$ cat config.mk
export PLATFORM = sky130hd
export DESIGN_NAME = seg7_scan_decoder
export DESIGN_NICKNAME = d
export VERILOG_FILES = /design/src/rtl/seg7_pkg.sv /design/src/rtl/seg7_slot_status.sv /design/src/rtl/seg7_scan_decoder.sv
export SDC_FILE = /design/constraint.sdc
export NUM_CORES = 1
export LEC_CHECK = 0
export ABC_AREA = 0
export CAP_MARGIN = 10
export CELL_PAD_IN_SITES_DETAIL_PLACEMENT = 0
export CELL_PAD_IN_SITES_GLOBAL_PLACEMENT = 1
export CORE_MARGIN = 2
export CORE_UTILIZATION = 45
export CTS_CLUSTER_DIAMETER = 40
export DETAILED_ROUTE_END_ITERATION = 7
export GPL_ROUTABILITY_DRIVEN = 0
export PLACE_DENSITY_LB_ADDON = 0.1
export SYNTH_ARGS = -nofsm -noshare
export SYNTH_HDL_FRONTEND = slang
export SYNTH_SLANG_ARGS = --single-unit
$ cat constraint.sdc
create_clock -name clk -period 4.2 [get_ports clk]
set_input_delay 0.42 -clock clk [delete_from_list [all_inputs] [get_ports clk]]
set_output_delay 0.42 -clock clk [all_outputs]
set_load 0.03 [all_outputs]
$ cat src/rtl/seg7_pkg.sv
`default_nettype none
// ============================================================================
// Module      : seg7_pkg
// Description : Shared 7-segment definitions: bus bit positions, active-low
//               a..g digit patterns and the pattern-to-digit decoder.
// Revision    : 1.0 - initial release
// ============================================================================
package seg7_pkg;

    // Bit positions on the 8-bit {a,b,c,d,e,f,g,dp} segment bus
    localparam int unsigned c_bus_a  = 7;
    localparam int unsigned c_bus_g  = 1;
    localparam int unsigned c_bus_dp = 0;

    // Active-low a..g patterns, a in bit 6
    localparam logic [6:0] c_pat_0     = 7'b0000001;
    localparam logic [6:0] c_pat_1     = 7'b1001111;
    localparam logic [6:0] c_pat_2     = 7'b0010010;
    localparam logic [6:0] c_pat_3     = 7'b0000110;
    localparam logic [6:0] c_pat_4     = 7'b1001100;
    localparam logic [6:0] c_pat_5     = 7'b0100100;
    localparam logic [6:0] c_pat_6a    = 7'b1100000;
    localparam logic [6:0] c_pat_6b    = 7'b0100000;
    localparam logic [6:0] c_pat_7a    = 7'b0001101;
    localparam logic [6:0] c_pat_7b    = 7'b0001111;
    localparam logic [6:0] c_pat_8     = 7'b0000000;
    localparam logic [6:0] c_pat_9     = 7'b0000100;
    localparam logic [6:0] c_pat_blank = 7'b1111111;

    typedef struct packed {
        logic       hit;
        logic [3:0] value;
    } seg7_dec_t;

    function automatic seg7_dec_t seg7_to_digit(input logic [6:0] pat);
        seg7_dec_t r;
        r.hit   = 1'b1;
        r.value = 4'd0;
        case (pat)
            c_pat_0:            r.value = 4'd0;
            c_pat_1:            r.value = 4'd1;
            c_pat_2:            r.value = 4'd2;
            c_pat_3:            r.value = 4'd3;
            c_pat_4:            r.value = 4'd4;
            c_pat_5:            r.value = 4'd5;
            c_pat_6a, c_pat_6b: r.value = 4'd6;
            c_pat_7a, c_pat_7b: r.value = 4'd7;
            c_pat_8:            r.value = 4'd8;
            c_pat_9:            r.value = 4'd9;
            default:            r.hit   = 1'b0;
        endcase
        return r;
    endfunction

endpackage
`default_nettype wire

$ cat src/rtl/seg7_slot_status.sv
`default_nettype none
// ============================================================================
// Module      : seg7_slot_status
// Description : Status registers and staleness age counter for one slot.
// Revision    : 1.0 - initial release
// ============================================================================
module seg7_slot_status
    import seg7_pkg::*;
#(
    parameter int unsigned TIMEOUT_CYCLES = 2**20
) (
    input  logic       clk,
    input  logic       reset,
    input  logic       we,
    input  logic       wr_hit,
    input  logic       wr_blank,
    input  logic [3:0] wr_value,
    input  logic       wr_dp,
    output logic [3:0] digit,
    output logic       valid,
    output logic       blank,
    output logic       err,
    output logic       dp
);

    localparam int unsigned c_age_w = $clog2(TIMEOUT_CYCLES);
    localparam logic [c_age_w-1:0] c_age_last   = c_age_w'(TIMEOUT_CYCLES - 1);
    localparam logic [c_age_w-1:0] c_age_expire = c_age_w'(TIMEOUT_CYCLES - 2);

    logic [3:0]         digit_q, digit_d;
    logic               valid_q, valid_d;
    logic               blank_q, blank_d;
    logic               err_q,   err_d;
    logic               dp_q,    dp_d;
    logic [c_age_w-1:0] age_q,   age_d;

    always_comb begin
        digit_d = digit_q;
        valid_d = valid_q;
        blank_d = blank_q;
        err_d   = err_q;
        dp_d    = dp_q;
        age_d   = age_q;
        if (we) begin
            age_d   = '0;
            valid_d = wr_hit;
            blank_d = !wr_hit && wr_blank;
            err_d   = !wr_hit && !wr_blank;
            dp_d    = wr_dp;
            if (wr_hit) begin
                digit_d = wr_value;
            end
        end else begin
            // Age saturates at TIMEOUT-1; valid drops on the edge that reaches it
            if (age_q != c_age_last) begin
                age_d = age_q + 1'b1;
            end
            if (age_q == c_age_expire) begin
                valid_d = 1'b0;
            end
        end
    end

    always_ff @(posedge clk or negedge reset) begin
        if (!reset) begin
            digit_q <= 4'd0;
            valid_q <= 1'b0;
            blank_q <= 1'b0;
            err_q   <= 1'b0;
            dp_q    <= 1'b0;
            age_q   <= '0;
        end else begin
            digit_q <= digit_d;
            valid_q <= valid_d;
            blank_q <= blank_d;
            err_q   <= err_d;
            dp_q    <= dp_d;
            age_q   <= age_d;
        end
    end

    assign digit = digit_q;
    assign valid = valid_q;
    assign blank = blank_q;
    assign err   = err_q;
    assign dp    = dp_q;

endmodule
`default_nettype wire

$ cat src/rtl/seg7_scan_decoder.sv
`default_nettype none
// ============================================================================
// Module      : seg7_scan_decoder
// Description : Samples a multiplexed active-low segment/anode bus, filters it
//               for stability and reconstructs the digit shown on each slot.
// Revision    : 1.0 - initial release
// ============================================================================
module seg7_scan_decoder
    import seg7_pkg::*;
#(
    parameter int unsigned STABLE_CYCLES  = 4,
    parameter int unsigned TIMEOUT_CYCLES = 2**20
) (
    input  logic        clk,
    input  logic        reset,
    input  logic [7:0]  seg_n,
    input  logic [3:0]  an_n,
    output logic [15:0] digit,
    output logic [3:0]  valid,
    output logic [3:0]  blank,
    output logic [3:0]  err,
    output logic [3:0]  dp,
    output logic        upd,
    output logic [1:0]  upd_slot
);

    localparam logic [7:0] c_cnt_max  = 8'(STABLE_CYCLES);
    localparam logic [7:0] c_cnt_last = 8'(STABLE_CYCLES - 1);

    // Bus word layout: {seg_n[7:0], an_n[3:0]}
    logic [11:0] sync1_q, sync1_d;
    logic [11:0] sync2_q, sync2_d;
    logic [11:0] held_q,  held_d;
    logic [7:0]  cnt_q,   cnt_d;
    logic        upd_q,   upd_d;
    logic [1:0]  upd_slot_q, upd_slot_d;

    logic        w_capture;
    logic [3:0]  w_sel;
    logic        w_onehot;
    logic [1:0]  w_slot;
    logic        w_write;
    logic [3:0]  w_we;
    logic [6:0]  w_pat;
    seg7_dec_t   w_dec;
    logic        w_is_blank;
    logic        w_dp;

    always_comb begin
        sync1_d = {seg_n, an_n};
        sync2_d = sync1_q;
        held_d  = held_q;
        cnt_d   = cnt_q;
        if (sync2_q != held_q) begin
            held_d = sync2_q;
            cnt_d  = 8'd0;
        end else if (cnt_q < c_cnt_max) begin
            cnt_d = cnt_q + 8'd1;
        end
    end

    // Fires once per stable episode, on the STABLE-1 -> STABLE count step
    assign w_capture = (sync2_q == held_q) && (cnt_q == c_cnt_last);

    assign w_sel    = ~held_q[3:0];
    assign w_onehot = (w_sel != 4'd0) && ((w_sel & (w_sel - 4'd1)) == 4'd0);

    always_comb begin
        w_slot = 2'd0;
        case (w_sel)
            4'b0010: w_slot = 2'd1;
            4'b0100: w_slot = 2'd2;
            4'b1000: w_slot = 2'd3;
            default: w_slot = 2'd0;
        endcase
    end

    assign w_write    = w_capture && w_onehot;
    assign w_we       = w_write ? w_sel : 4'd0;
    assign w_pat      = held_q[c_bus_a+4:c_bus_g+4];
    assign w_dec      = seg7_to_digit(w_pat);
    assign w_is_blank = (w_pat == c_pat_blank);
    assign w_dp       = ~held_q[c_bus_dp+4];

    always_comb begin
        upd_d      = w_write;
        upd_slot_d = w_write ? w_slot : upd_slot_q;
    end

    always_ff @(posedge clk or negedge reset) begin
        if (!reset) begin
            sync1_q    <= '1;
            sync2_q    <= '1;
            held_q     <= '1;
            cnt_q      <= 8'd0;
            upd_q      <= 1'b0;
            upd_slot_q <= 2'd0;
        end else begin
            sync1_q    <= sync1_d;
            sync2_q    <= sync2_d;
            held_q     <= held_d;
            cnt_q      <= cnt_d;
            upd_q      <= upd_d;
            upd_slot_q <= upd_slot_d;
        end
    end

    generate
        for (genvar i = 0; i < 4; i++) begin : g_slot
            seg7_slot_status #(
                .TIMEOUT_CYCLES (TIMEOUT_CYCLES)
            ) u_slot (
                .clk      (clk),
                .reset    (reset),
                .we       (w_we[i]),
                .wr_hit   (w_dec.hit),
                .wr_blank (w_is_blank),
                .wr_value (w_dec.value),
                .wr_dp    (w_dp),
                .digit    (digit[4*i +: 4]),
                .valid    (valid[i]),
                .blank    (blank[i]),
                .err      (err[i]),
                .dp       (dp[i])
            );
        end
    endgenerate

    assign upd      = upd_q;
    assign upd_slot = upd_slot_q;

endmodule
`default_nettype wire
# --- Word level (Yosys, flattened, before mapping) ---
# Cells that the tools add are included.
op_classes:
  bitwise_logic: 3
  magnitude_cmp: 1
  n_mux: 22
  addsub: 6
  n_reduce_logical: 26
  eq_ne: 26
op_table:
  columns: ["operator", "count"]
  rows:
  - ["two-way mux 20 bit", 8]
  - ["adder 20 x 1 -> 20 bit (second input constant)", 4]
  - ["equality test 20 bit (second input constant)", 4]
  - ["!= test 20 bit (second input constant)", 4]
  - ["one-hot mux 4 bit (9 select lines)", 1]
  - ["equality test 7 bit (second input constant)", 4]
  - ["nonzero test 2 bit", 9]
  - ["two-way mux 8 bit", 2]
  - ["equality test 7 x 3 -> 1 bit (second input constant)", 2]
  - ["equality test 7 x 4 -> 1 bit (second input constant)", 2]
  - ["equality test 7 x 6 -> 1 bit (second input constant)", 2]
  - ["equality test 12 bit", 1]
  - ["!= test 12 bit", 1]
  - ["OR reduction 12 bit", 1]
  - ["two-way mux 1 bit", 9]
  - ["adder 8 x 1 -> 8 bit (second input constant)", 1]
  - ["equality test 8 x 2 -> 1 bit (second input constant)", 1]
  - ["less-than comparator 8 x 3 -> 1 bit (second input constant)", 1]
  - ["AND reduction 2 bit", 4]
  - ["equality test 7 x 1 -> 1 bit (second input constant)", 1]
  - ["equality test 7 x 5 -> 1 bit (second input constant)", 1]
  - ["logical NOT 7 bit", 1]
  - ["one-hot mux 2 bit (3 select lines)", 1]
  - ["logical AND 1 bit", 5]
  - ["12 further kinds", 14]
word_totals:
  elab_cells: 114
  ff_bits: 159
  in_bits: 14
  output_inout_bits: 35

# --- Longest topological paths before layout ---
# Gate-level depths: netlist of the first run.
logic_depth:
  word_depth: 8
  mapped_depth: 8
  ltp_nobuf: 6

# --- Modules after synthesis ---
# A second synthesis of the first run with hierarchy kept.
hier_totals:
  hier_cells: 749
  area_unflattened_um2: 7811.2
modules_own_cells:
  columns: ["mod", "area_each_um2", "seq_area_each_um2", "instances", "cells_each"]
  rows:
  - ["seg7_slot_status at g_slot[1].u_slot ...", 1468.9, 700.7, 3, 148]
  - ["seg7_scan_decoder", 1925.6, 1221.2, 1, 151]
  - ["seg7_slot_status at g_slot[0].u_slot", 1478.9, 700.7, 1, 154]

# --- Worst setup path before layout of the first run ---
# OpenSTA, ideal clock, no wires.
synth_path:
  path_type: "register -> register"
  startpoint: "register held_q[8]"
  endpoint: "register g_slot[2].u_slot.age_q[16]"
  synth_period_minus_slack_ps: 2324
  arrival_ps: 2204
  setup_time_ps: 120
  path_stages_with_launch: 9
  setup_slack_ps: 1876
  path_buffers: 3
  required_ps: 4080
  path_cell_list: "dfstp_2 -> clkbuf_1 -> xnor2_1 -> and4_1 -> buf_2 -> nand3_1 -> nor4_4 -> buf_6 -> nor2_1"
synth_via:
  elab_chain_len: 5
  elab_cells_between_ends: 6
  classes_between: "eq/ne: 1; mux: 2; reduce/logical: 3"
synth_lines:
  columns: ["element", "line", "source"]
  rows:
  - ["start: declaration", "seg7_scan_decoder.sv:33", "logic [11:0] held_q, held_d;"]
  - ["start signal: assignment", "seg7_scan_decoder.sv:101", "held_q <= held_d;"]
  - ["equality test 12 bit *", "seg7_scan_decoder.sv:63", "assign w_capture = (sync2_q == held_q) && (cnt_q == c_cnt_last);"]
  - ["logical AND 1 bit *", "seg7_scan_decoder.sv:63", null]
  - ["logical AND 1 bit *", "seg7_scan_decoder.sv:78", "assign w_write = w_capture && w_onehot;"]
  - ["two-way mux 4 bit *", "seg7_scan_decoder.sv:79", "assign w_we = w_write ? w_sel : 4'd0;"]
  - ["two-way mux 20 bit / nonzero test 2 bit (equally long branches)", null, null]
  - ["end signal: assignment", "seg7_slot_status.sv:78", "age_q <= age_d;"]
  - ["end: declaration", "seg7_slot_status.sv:35", "logic [c_age_w-1:0] age_q, age_d;"]
# Mark *: on every way between the ends. The rest lies on a longest branch, timed or not.
# A chain may end at the register's enable or synchronous reset.

# --- Worst setup path after layout of the first run ---
layout_path:
  startpoint: "register held_q[10]"
  endpoint: "register g_slot[2].u_slot.age_q[10]"
# The elaborated chain is that of the path after synthesis.

==> results of run 1 <==
## layout make-up
cell class | instances | area, sq um
Multi-Input combinational cell | 527 | 3340
Inverter | 15 | 56.3
Tap cell | 220 | 275
Clock buffer | 17 | 425
Fill cell | 1527 | 7930
Timing Repair Buffer | 50 | 509
Sequential cell | 159 | 4020
Clock inverter | 15 | 140
## registers in the layout, summed over array words and instances, names as in the netlist
register,count
g_slot.u_slot.age_q,80
g_slot.u_slot.dp,4
g_slot.u_slot.valid,4
held_q,12
sync1_q,12
g_slot.u_slot.blank,4
sync2_q,12
g_slot.u_slot.digit,16
cnt_q,8
upd_slot,2
g_slot.u_slot.err,4
upd,1
## logic make-up (layout without fill, tap and decap cells)
logic type,count (synthesis),in the layout
flip-flops,159,159
multiplexers,16,16
adder cells (fa/ha/maj),9,9
buffers and inverters,74,97
XOR/XNOR,75,75
AND/OR/NAND/NOR,314,314
AO/OA/AOI/OAI,113,113
## Yosys cell counts (6+ instances only)
cell      instances
a211oi_1         12
a21oi_1          27
and2_1           11
and3_1            9
and4_1           12
buf_2            14
buf_4            16
clkbuf_1         26
dfrtp_1         123
dfstp_2          36
ha_1              9
inv_1            15
mux2_2           12
nand2_1          49
nand3_1          39
nand4_1          37
nor2_1           88
nor3_1           16
nor4_1           12
o21ai_0          32
o31ai_1           6
or3_1            13
or4_1             6
xnor2_1          60
xor2_1           15
## metrics by stage
stage | setup WS (ns) | area [sq um] | util [%] | hold WS (ns) | total power [mW]
after floorplan | 1.88 | 7740 | - | 0.124 | 1.65
after global placement | 1.39 | 8210 | 49.1 | 0.345 | 1.70
after detailed placement | 1.30 | 8210 | 49.1 | 0.347 | 1.70
after CTS | 1.29 | 8770 | 52.5 | 0.169 | 3.20
after global routing | 1.07 | 8770 | 52.5 | 0.202 | 3.29
final | 1.33 | 8770 | 52.5 | 0.123 | 3.14
## power groups by stage
stage          combinational (mW)  sequential, mW  clock [mW]
4_1_cts                    0.0894            1.59        1.52
2_1_floorplan              0.0523            1.60           0
3_3_place_gp               0.0875            1.61           0
5_1_grt                    0.0980            1.59        1.60
3_5_place_dp               0.0889            1.61           0
6_report                   0.0864            1.59        1.47
## critical path, stage by stage (launching register included)
cell	delay [ns]
dfstp_2	0.66
xnor2_1	0.19
and4_1	0.40
nand3_1	0.35
nor4_4	0.96
nor3_1	0.15
## per-layer routing
metal | up-vias | wire [um] | GRT usage, %
li1 | 2704 | - | -
met1 | 2692 | 7350 | 25.7
met2 | 95 | 7450 | 28.1
met3 | 18 | 509 | 3.64
met4 | 0 | 245 | 6.54
met5 | - | 0 | 0
## placed cells by master (no fill, tap or decap), types with 9 or more instances in the layout
cell	instances
dfrtp_1	123
nor2_1	88
xnor2_1	60
nand2_1	49
clkdlybuf4s50_1	47
nand3_1	39
nand4_1	37
dfstp_2	36
o21ai_0	32
a21oi_1	27
clkbuf_16	17
nor3_1	16
inv_1	15
xor2_1	15
or3_1	13
and4_1	12
a211oi_1	12
mux2_2	12
and2_1	11
nor4_1	11
and3_1	9
ha_1	9
## worst min-delay path by stage
stage / from / to / slack [ns]
finish: reset / g_slot[0].u_slot.age_q[2]$_DFFE_PN0P_ / 0.12
global route: reset / g_slot[0].u_slot.age_q[2]$_DFFE_PN0P_ / 0.20
CTS: reset / g_slot[0].u_slot.age_q[2]$_DFFE_PN0P_ / 0.17
detailed placement: sync1_q[4]$_DFF_PN1_ / sync2_q[4]$_DFF_PN1_ / 0.35
global placement: sync1_q[3]$_DFF_PN1_ / sync2_q[3]$_DFF_PN1_ / 0.35
floorplan: reset / cnt_q[0]$_DFFE_PN0P_ / 0.12
==> metrics.txt, run 1 <==
# IOs=49; DRC Markers=0; DP HPWL=10,600 um; Reg power frac=50.4%; synth top area cells=dfrtp_1 (40%), dfstp_2 (12%), xnor2_1 (6.8%), nor2_1 (4.3%), nand4_1 (3.0%); Compound-Gate Fraction of Synth Area=9.54%; critical path startpoint=held_q[10]$_DFFE_PN1N_; mux cell area share after synthesis=2.26%; Switching Fraction=24.2%; final antenna-violating net count=0; GRT overflow=0; fraction of layout cells with a size suffix above 1=12.9%; Row Count=47; outcome=finished clean; RSZ-0062 raised after global routing=no; R2R cell count=5; Finished Layout Cells=1,003; CTS H-tree lvls=4; Synth top area share=39.8%; Die Ht=135 um; post_cts resized=0; max-slew violations=0; maxcap violations=0; net count after synthesis=783; R2R Path End=g_slot[2].u_slot.age_q[10]$_DFFE_PN0P_; Placed Instances=971; Synth area leader=dfrtp_1; ys flop type=dfrtp_1; vias in the first global route=5,280; Distinct cells, synth=59; Post-CTS Setup Bufs=0; Final #Nets=793; Fmax achieved=348 MHz; Leak=3.53 nW; global-route wire length before repair=26,400 um; Clock Skew=0.0121 ns; clk sinks=159; adder-cell share of the synthesized area=1.46%; clock buffer depth=2; initial core utilization=46.3%; worst setup path endpoint=g_slot[2].u_slot.age_q[10]$_DFFE_PN0P_; max_slew headroom=29.9%; crit path max fanout=19; syn_area_per_cell=10.2 sq um; Setup CP Type=flop to flop; drt total wl=15,600 um; largest net degree at the start of global routing=109; Pwr Density=358 nW/um^2; Syn Inst Count=760; Hold WC Path Type=primary input to asynchronous set/reset pin; combinational share of power=2.7%; #FFs+latches synth=159; TritonCTS Buffers=17; Max VDD drop=0.302 mV; crit start category=flop; DR WL/cell=15.5 um; R2R Setup Slk=1.33 ns; simple-gate share of the synthesized area=21.3%; final period utilization=68.4%; share of total power in the clock network=46.8%; Ys Warns=0; largest family of logic cells by synthesized area=simple AND/OR/NAND/NOR gates; sequential area share after synthesis=52.0%; worst path required time=4.46 ns; endpoints failing hold=0; die area=18,300 sq um; Skew-Pair Late Insertion Delay=0.43 ns; IO Port Bufs=48; synthesized area=7740 sq um; drt first pass iters=5; DR iter-0 viols=254; initial antenna violation count=0; Core Area=16,700 sq um; CTS tree=yes; Post-synth ARST share=100%; drt via density=5.49; Total GRT Usage=18.2%; cell internal pwr=2.38 mW; Root Buffer=clkbuf_16; hold_buf cts=0; Period minus WS final=2.87 ns; P&R area growth vs syn=13.4%; Critical Path AT=3.14 ns; XOR/XNOR Fraction of Synth Area=8.49%; die width=135 um; worst reg2reg path startpoint=held_q[10]$_DFFE_PN1N_; Worst-path clk slew=0.07 ns; # setup viols final=0; EDFF count, synth=0; Sw Pwr=0.760 mW; sum of negative setup slack=0 ns; Slew @ Worst Pin=1.04 ns; total number of vias=5,509; Critical Path End Type=flop; diode count=0
Power figures use the tool's default switching activity.
==> run 2: changes to the inputs <==
==> constraint.sdc (replaced) <==
create_clock -name clk -period 2.8 [get_ports clk]
set_input_delay 0.28 -clock clk [delete_from_list [all_inputs] [get_ports clk]]
set_output_delay 0.28 -clock clk [all_outputs]
set_load 0.03 [all_outputs]
==> run 2 against run 1 <==
Effect of this change:
- final cell count grew 1.5%
- design area grew 1.6%
- sequential power grew 50%
- power grew 52%
- maximum frequency grew 15%
- clock power grew 54%
- via count grew 0.60%
- die area is the same
- utilization grew 0.83 points
- global-route usage grew 0.40 points
- sequential cell count is the same
- critical path depth grew 1
- largest cell class unchanged
- largest power group unchanged
==> metrics.txt, run 2 (synthesis gave the netlist of run 1 again) <==
Root Buffer=clkbuf_16; Final #Nets=808; commonest non-fill, non-tap cell in the layout=dfrtp_1; vias in the first global route=5,369; Max VDD drop=0.385 mV; maxcap violations=0; Fmax achieved=400 MHz; crit start category=flop; max reg flops=80; diode count=0; Skew-Pair Late Insertion Delay=0.42 ns; final period utilization=89.3%; R2R Setup Slk=0.30 ns; initial core utilization=46.3%; largest net degree at the start of global routing=67; cell internal pwr=3.60 mW; Placed Instances=985; total number of vias=5,542; CTS H-tree lvls=4; CTS tree=yes; P&R area growth vs syn=15.2%; Clock Skew=0.00851 ns; post_cts resized=0; Sw Pwr=1.18 mW; Setup CP Type=flop to flop; hold_sp=seg_n[4]; crit path max fanout=19; die width=135 um; IO Port Bufs=48; # setup viols final=0; Worst-path clk slew=0.07 ns; Final Cell Area=8910 sq um; outcome=finished clean; TritonCTS Buffers=17; RSZ-0062 raised after global routing=no; Slew @ Worst Pin=0.762 ns; drt total wl=15,900 um; max-slew violations=0; R2R cell count=6; Post-CTS Setup Bufs=0; worst path required time=3.10 ns; Reg power frac=49.7%; global-route wire length before repair=26,900 um; Critical Path AT=2.81 ns; endpoints failing hold=0; Total GRT Usage=18.6%; # IOs=49; share of total power in the clock network=47.4%; Die Ht=135 um; Period minus WS final=2.50 ns; final antenna-violating net count=0; initial antenna violation count=0; drt first pass iters=5; Finished Layout Cells=1,018; Switching Fraction=24.8%; Post-DP Area=8310 sq um; Core Area=16,700 sq um; Pwr Density=537 nW/um^2; Critical Path End Type=flop; Leak=3.62 nW; R2R Path End=g_slot[2].u_slot.age_q[10]$_DFFE_PN0P_; combinational share of power=2.8%; drt via density=5.44; DRC Markers=0; clk sinks=159; Worst Hold Depth=1; DR WL/cell=15.7 um; max_slew headroom=48.7%; GRT overflow=0; die area=18,300 sq um; Row Count=47; fill count=1,518; fraction of layout cells with a size suffix above 1=14.4%; clock buffer depth=2; Hold WC Path Type=primary input to flop; DP HPWL=11,100 um; worst reg2reg path startpoint=held_q[10]$_DFFE_PN1N_; sum of negative setup slack=0 ns; DR iter-0 viols=284; most frequent cells in the layout=dfrtp_1 (123), nor2_1 (88), xnor2_1 (60); utilization after layout=53.3%; Hold EP=sync1_q[8]$_DFF_PN1_; Most flops, register=g_slot.u_slot.age_q
run 2: changes by cell type in the layout (fill, tap and decap cells not counted):
cell / change
buf_4: +14
clkinv_8: +3
clkinvlp_4: -1
dlygate4sd3_1: +1
inv_4: -1
inv_8: -1
run 2: metal layers:
metal,track usage [%],wire [um],up-vias
li1,-,-,2741
met1,25.1,7600,2706
met3,4.50,493,9
met2,30.4,7730,86
met4,4.69,111,0
met5,0,0,-
run 2: critical path: stages (launching register included):
cell     delay [ns]
dfstp_2        0.66
xnor2_1        0.19
and4_1         0.41
nand3_1        0.39
nor4_4         0.34
buf_4          0.29
nor3_1         0.09
run 2: worst max-delay path by stage:
stage,start,end,slack (ns),depth (start not counted)
global placement,cnt_q[2]$_DFFE_PN0P_,g_slot[2].u_slot.digit[0]$_DFFE_PN0P_,0.33,5
finish,held_q[10]$_DFFE_PN1N_,g_slot[2].u_slot.age_q[10]$_DFFE_PN0P_,0.30,6
floorplan,held_q[8]$_DFFE_PN1N_,g_slot[2].u_slot.age_q[16]$_DFFE_PN0P_,0.48,8
CTS,cnt_q[2]$_DFFE_PN0P_,g_slot[2].u_slot.digit[1]$_DFFE_PN0P_,0.25,5
detailed placement,cnt_q[2]$_DFFE_PN0P_,g_slot[2].u_slot.digit[1]$_DFFE_PN0P_,0.27,5
global route,held_q[10]$_DFFE_PN1N_,g_slot[2].u_slot.age_q[10]$_DFFE_PN0P_,0.1,6
run 2: what timing repair did:
item | in CTS | in global routing
endpoints found under the setup margin | 0 | 0
hold endpoints to repair | 40 | 0
hold buffers | 1 | 0
run 2: power by group through the flow:
stage	logic (mW)	clock network, mW	registers [mW]
after floorplan	0.0784	0	2.40
after global placement	0.136	0	2.42
after detailed placement	0.139	0	2.42
after CTS	0.140	2.34	2.38
after global routing	0.155	2.44	2.38
final	0.136	2.27	2.38
run 2: final cells by class:
class | count | area [sq um] | area share [%]
repair buffers | 65 | 624 | 7.01
well taps | 220 | 275 | 3.09
inverters | 15 | 56.3 | 0.632
clock buffers | 17 | 425 | 4.77
clock inverters | 15 | 164 | 1.84
multi-input cells | 527 | 3340 | 37.5
flip-flops and latches | 159 | 4020 | 45.2
run 2: stage by stage:
step,worst slack (ns),power [mW],hold WS [ns]
2_1_floorplan,0.476,2.47,-0.0156
3_3_place_gp,0.333,2.55,0.222
3_5_place_dp,0.274,2.56,0.230
4_1_cts,0.253,4.86,0.231
5_1_grt,0.0992,4.98,0.231
6_report,0.299,4.78,0.253
